--- src/rtl/cte_rgb_frame_writer.sv ---
// Buffers engine RGB pixels in a FWFT FIFO and writes one frame to a linear frame-buffer port; overflow drops and flags.
// wr_data/wr_en follow a capture by one cycle; optional running write checksum under CTE_WR_CHKSUM_EN.
module cte_rgb_frame_writer #(
  parameter int DEPTH     = 4,
  parameter int ADDR_W    = 16,
  parameter int FRAME_PIX = 16384
) (
  input  logic                     clk,
  input  logic                     reset,
  input  logic                     start,
  input  logic                     out_valid,
  input  logic [23:0]              rgb_out,
  output logic                     wr_en,
  output logic [ADDR_W-1:0]        wr_addr,
  output logic [23:0]              wr_data,
  input  logic                     wr_ready,
  output logic [$clog2(DEPTH):0]   fifo_level,
  output logic                     overflow,
  output logic                     busy,
  output logic                     frame_done,
  output logic [23:0]              wr_chksum
);

  localparam int PW = $clog2(DEPTH);
  localparam int CW = $clog2(FRAME_PIX + 1);
  localparam logic [PW:0]       LEVEL_FULL = (PW+1)'(DEPTH);
  localparam logic [CW-1:0]     CNT_LAST   = CW'(FRAME_PIX - 1);
  localparam logic [ADDR_W-1:0] ADDR_LAST  = ADDR_W'(FRAME_PIX - 1);

  typedef enum logic [1:0] {
    S_IDLE,
    S_RUN,
    S_DRAIN
  } state_t;

  state_t            state_q;
  logic [PW-1:0]     wr_ptr_q;
  logic [PW-1:0]     rd_ptr_q;
  logic [PW:0]       level_q;
  logic [PW:0]       level_d;
  logic [CW-1:0]     cap_cnt_q;
  logic [ADDR_W-1:0] addr_q;
  logic              ovf_q;
  logic              done_q;
  logic [23:0]       mem_q [DEPTH];

  logic fifo_full;
  logic pop;
  logic capture;
  logic push;
  logic start_ok;

  assign fifo_full = (level_q == LEVEL_FULL);
  assign pop       = (level_q != '0) && wr_ready;
  assign capture   = (state_q == S_RUN) && out_valid;
  // A full FIFO still takes the pixel when the head leaves on the same edge.
  assign push      = capture && (!fifo_full || pop);
  assign start_ok  = (state_q == S_IDLE) && start;

  always_comb begin
    level_d = level_q;
    case ({push, pop})
      2'b10:   level_d = level_q + 1'b1;
      2'b01:   level_d = level_q - 1'b1;
      default: level_d = level_q;
    endcase
  end

  always_ff @(posedge clk) begin
    if (push) begin
      mem_q[wr_ptr_q] <= rgb_out;
    end
  end

  always_ff @(posedge clk) begin
    if (reset) begin
      state_q   <= S_IDLE;
      wr_ptr_q  <= '0;
      rd_ptr_q  <= '0;
      level_q   <= '0;
      cap_cnt_q <= '0;
      addr_q    <= '0;
      ovf_q     <= 1'b0;
      done_q    <= 1'b0;
    end else begin
      level_q <= level_d;
      done_q  <= 1'b0;
      if (push) begin
        wr_ptr_q <= wr_ptr_q + 1'b1;
      end
      if (pop) begin
        rd_ptr_q <= rd_ptr_q + 1'b1;
        addr_q   <= (addr_q == ADDR_LAST) ? '0 : addr_q + 1'b1;
      end
      case (state_q)
        S_IDLE: begin
          if (start) begin
            state_q   <= S_RUN;
            cap_cnt_q <= '0;
            addr_q    <= '0;
            ovf_q     <= 1'b0;
          end
        end
        S_RUN: begin
          if (capture) begin
            cap_cnt_q <= cap_cnt_q + 1'b1;
            if (fifo_full && !pop) begin
              ovf_q <= 1'b1;
            end
            if (cap_cnt_q == CNT_LAST) begin
              state_q <= S_DRAIN;
            end
          end
        end
        S_DRAIN: begin
          if (level_d == '0) begin
            state_q <= S_IDLE;
            done_q  <= 1'b1;
          end
        end
        default: state_q <= S_IDLE;
      endcase
    end
  end

`ifdef CTE_WR_CHKSUM_EN
  logic [23:0] chk_q;

  always_ff @(posedge clk) begin
    if (reset) begin
      chk_q <= '0;
    end else if (start_ok) begin
      chk_q <= '0;
    end else if (pop) begin
      chk_q <= chk_q + wr_data;
    end
  end

  assign wr_chksum = chk_q;
`else
  logic unused_start_ok;
  assign unused_start_ok = start_ok;
  assign wr_chksum       = '0;
`endif

  assign wr_en      = (level_q != '0);
  assign wr_addr    = addr_q;
  assign wr_data    = mem_q[rd_ptr_q];
  assign fifo_level = level_q;
  assign overflow   = ovf_q;
  assign busy       = (state_q != S_IDLE);
  assign frame_done = done_q;

endmodule

--- config.mk ---
export PLATFORM = sky130hd
export DESIGN_NAME = cte_rgb_frame_writer
export DESIGN_NICKNAME = d
export VERILOG_FILES = /design/src/rtl/cte_rgb_frame_writer.sv
export SDC_FILE = /design/constraint.sdc
export NUM_CORES = 1
export LEC_CHECK = 0
export ABC_AREA = 1
export CAP_MARGIN = 30
export CORE_MARGIN = 1.5
export CORE_UTILIZATION = 53
export CTS_CLUSTER_DIAMETER = 30
export DETAILED_ROUTE_END_ITERATION = 8
export PLACE_DENSITY = 0.82
export SETUP_SLACK_MARGIN = 0.5
export SLEW_MARGIN = 20
export SYNTH_ARGS = -nofsm -noshare
export SYNTH_HDL_FRONTEND = slang
export SYNTH_SLANG_ARGS = --single-unit
--- constraint.sdc ---
create_clock -name clk -period 2.9 [get_ports clk]
set_input_delay 0.725 -clock clk [delete_from_list [all_inputs] [get_ports clk]]
set_output_delay 0.725 -clock clk [all_outputs]
set_load 0.01 [all_outputs]
Yosys cells after proc, flatten, opt, wreduce, memory -nomap -nowiden
Memory sizes are Yosys's and may differ from the RTL's. A register that Yosys moved wholly into a read port is not among the register bits. Index checks and enable logic that the tools add are counted.

Add/subtract/negate cells: 6. Reductions and logical operators: 16. Bitwise logic cells: 1. Equal/unequal tests: 12. Mux-type cells: 22.

Operators by type and width (number): $mux 16 (4); $mux 15 (2); $pmux 15 s2 (1); $add 16x1->16 const B (1); $eq 16x14->1 const B (1); $add 15x1->15 const B (1); $eq 15x14->1 const B (1); $mux 2 (6); $reduce_and 4->1 (2); $mux 1 (6); $ne 2x2->1 const B (3); $pmux 2 s3 (1); $pmux 3 s2 (1); $add 2x1->2 const B (2); $eq 2x1->1 const B (2); $eq 2x2->1 const B (2); $logic_and 1x1->1 (4); $ne 2x1->1 const B (2); $reduce_bool 2->1 (2); $add 3x1->3 const B (1); $eq 3x3->1 const B (1); $logic_not 3->1 (1); $reduce_and 3->1 (1); $reduce_bool 3->1 (1); other kinds (7) (8).

Memory bits (writable): 96. Bits in registers: 42. Memories: 1.

Memory list: mem_q (depth 4, bits a word 24, read ports 1, clocked after Yosys merged registers in 1, wr ports 1, RTL line 45) `logic [23:0] mem_q [DEPTH];`.

Depth between registers and ports, before layout
Word-level depth: 9. Gate-level depth with buffers: 15. Depth with buffers taken out: 15.

Worst setup path before layout
Ideal clock, no wire load.

Kind: input-to-reg. Start point: input port out_valid. End point: memory mem_q[0][0], enable pin. Setup time: 405 ps. Setup slack: 402 ps. Required time: 2495 ps. Arrival: 2093 ps. Stages: 4. Cell sequence: nand3_1 > inv_1 > nand2_2 > nor2_1.

Longest elaborated chain between the ends: 4.

Ends and longest elaborated chain: start: declaration (RTL line 11) `input logic out_valid,`; $logic_and 1x1->1 (RTL line 55) `assign capture = (state_q == S_RUN) && out_valid;`; $logic_and 1x1->1 (RTL line 57) `assign push = capture && (!fifo_full || pop);`; $mux 1 (RTL line 70) `if (push) begin`; $mux 1 (not written as such) (RTL line 71) `mem_q[wr_ptr_q] <= rgb_out;`; end: declaration (RTL line 45).

Every way passes these cells.

==> flow_metrics.env <==
export IMPL_status="complete, no violations"
export IMPL_rsz0062_at_grt="yes"
export IMPL_grt_ovfl_total=0
export IMPL_yosys_warnings=0
export IMPL_post_route_period_util_pct=82.18
export IMPL_hold_buffers=0
export IMPL_antenna_found_initial=0
export IMPL_avgSynthCellArea_um2=10.29
export IMPL_end_kind="primary output"
export IMPL_syn_area_um2=6022
export IMPL_vias=4533
export IMPL_netlist_area_leader_share_pct=47.87
export IMPL_dieArea_um2=12010
export IMPL_final_common_cell="edfxtp_1"
export IMPL_drc=0
export IMPL_p_total_mw=5.725
export IMPL_yosysUniqueCellTypes=34
export IMPL_finalNonFillerCells=828
export IMPL_final_cell_mix="96 x edfxtp_1, 87 x nor2_1, 64 x nand2_1, 54 x o21ai_0, 51 x clkdlybuf4s50_1"
export IMPL_r2r_start="fifo_level[1]"
export IMPL_coreArea_um2=10940
export IMPL_clockRootBuffer="clkbuf_16"
export IMPL_drive_above_1_share_pct=14.10
export IMPL_cts_made_buffers=17
export IMPL_hp_class="reg2reg"
export IMPL_yosysSeqAreaShare_pct=62.50
export IMPL_drt_initial_drc_count=242
export IMPL_nNetsFinal=712
export IMPL_r2r_end="state_q[1]"
export IMPL_synth_edf_count=96
export IMPL_final_util_pct=69.14
export IMPL_cts_sinks=140
export IMPL_grt_pass1_vias=4369
export IMPL_final_min_clock_period_ns=2.383
export IMPL_synth_area_leaders="edfxtp_1 48%, dfxtp_1 15%, nor2_1 5.7%"
export IMPL_clk_pin_slew_ns=0.06
export IMPL_grt_max_degree=25
export IMPL_maxSlewViolCount=0
export IMPL_endpoint="wr_data[1]"
export IMPL_via_per_inst=5.475
export IMPL_r2r_cells=13
export IMPL_cp_max_fo=24
export IMPL_hpwl_mm=8.026
export IMPL_worst_ep_arrival_time_ns=1.66
export IMPL_grt_pass1_wl_mm=20.76
export IMPL_clock_fmax_ghz=0.4196
export IMPL_power_density_nw_per_um2=757.2
export IMPL_cap_violations=0
export IMPL_final_hold_viol_count=0
export IMPL_startpoint_type="flop"
export IMPL_die_x_um=109.6
export IMPL_die_h_um=109.6
export IMPL_diodes=0
export IMPL_setup_tns_ns=0
export IMPL_yosys_area_top_type="edfxtp_1"
export IMPL_fin_skew_ns=0.01124
export IMPL_fp_row_count=38
export IMPL_ir_worst_vdd_v=0.0006247
export IMPL_wire_per_inst_um=16.06
export IMPL_areaGrowthSynthToFinish_pct=25.56
export IMPL_finalSetupViolCount=0
export IMPL_h_tree_depth=4
export IMPL_io_pins=100
export IMPL_r2r_slack_ns=0.78
export IMPL_syn_inst=585
export IMPL_start_util_pct=55.07
export IMPL_wirelength_mm=13.30
export IMPL_critPathRequiredTime_ns=2.17
export IMPL_place_congestion=0.8546
export IMPL_port_buffers=75
export IMPL_detail_route_antenna_nets=0
export IMPL_cts_max_path_buffers=2
export IMPL_leakage_nw=2.707
export IMPL_synthArstFlopShare_pct=0
export IMPL_drt_pass1_iter_count=5
export IMPL_clock_latency_ns=0.42
export IMPL_cts_tree="built"
export IMPL_dpl_cell_count=793
export IMPL_crit_type="reg2out"
export IMPL_synth_main_ff_cell="edfxtp_1"
export IMPL_synth_seq_cells=140
export IMPL_gr_usage_all_layers_pct=23.04
-- power breakdown --
| group | switching [mW] | leakage, nW | internal (mW) | total (mW) |
|---|---|---|---|---|
| clock | 0.909 | 0.276 | 1.21 | 2.12 |
| combinational | 0.764 | 1.21 | 0.557 | 1.32 |
| sequential | 0.0690 | 1.22 | 2.21 | 2.28 |
-- cells by family after synthesis --
group / count (synthesis) / synth area share [%]
and+or+nand+nor: 226 / 17.06
DFF: 140 / 62.50
AOI/OAI and AO/OA: 113 / 10.20
buffers and inverters: 92 / 7.667
adders and majority gates: 8 / 1.787
xor gates and xnor gates: 5 / 0.7272
other: 1 / 0.06227
-- layout make-up --
cell class	instances	area [µm²]
clock inverter	14	152.6
multi-input combinational	376	1907
sequential	140	3771
fill	787	3374
inverter	49	183.9
tap	140	175.2
clock buffer	18	429.2
timing repair buffer	91	942.2
-- synthesized netlist by cell type (4+ instances only) --
cell / n
edfxtp_1: 96
nor2_1: 91
nand2_1: 64
o21ai_0: 62
inv_1: 49
dfxtp_1: 44
buf_4: 25
nand3_1: 25
o22ai_1: 24
a21oi_1: 20
clkbuf_1: 12
nand4_1: 10
nor2_2: 9
ha_1: 7
nor3_1: 7
nand2_2: 6
buf_2: 5
o21bai_1: 5
xor2_1: 4
-- repair_timing --
action	CTS	global route
buffers inserted	0	1
pin swaps	1	5
cloned	2	0
endpoints found under the setup margin	24	22
gates resized for setup	38	37
-- critical path: stages, from the launching register on --
cell	delay (ns)
dfxtp_4	0.37
inv_2	0.14
buf_16	0.18
o21ai_0	0.11
o22ai_1	0.24
buf_2	0.19
-- registers in the layout, indices dropped and copies added, names as in the netlist, named ones only --
register	cells
wr_addr	16
overflow	1
rd_ptr_q	2
mem_q	96
wr_ptr_q	2
state_q	2
cap_cnt_q	15
frame_done	1
fifo_level	3
-- per-stage QoR --
step / setup slack (ns) / cell area (µm²) / hold slack [ns]
2_1_floorplan: 0.4020 / 6108 / 0.4358
3_3_place_gp: 0.1659 / 6939 / 0.4555
3_5_place_dp: 0.06647 / 6939 / 0.4629
4_1_cts: 0.3474 / 7572 / 0.4736
5_1_grt: 0.4676 / 7561 / 0.4881
6_report: 0.5168 / 7561 / 0.4726
-- worst min path at each step --
| stage | slack [ns] | depth (start not counted) | start | end |
|---|---|---|---|---|
| global route | 0.49 | 1 | rd_ptr_q[0] | flop |
| floorplan | 0.44 | 2 | rd_ptr_q[1] | flop |
| CTS | 0.47 | 2 | cap_cnt_q[7] | cap_cnt_q[7] |
| detailed placement | 0.46 | 2 | cap_cnt_q[7] | cap_cnt_q[7] |
| global placement | 0.46 | 2 | cap_cnt_q[7] | cap_cnt_q[7] |
| finish | 0.47 | 2 | cap_cnt_q[7] | cap_cnt_q[7] |
-- per-layer routing --
| layer | global-route usage, % | part of all wire (%) | up-vias |
|---|---|---|---|
| met5 | 0 | 0 | - |
| met4 | 9.184 | 1.1 | 0 |
| met3 | 4.327 | 6.3 | 19 |
| met2 | 41.48 | 53 | 172 |
| met1 | 26.98 | 40 | 2186 |
| li1 | - | - | 2156 |
Power figures use the tool's default switching activity.
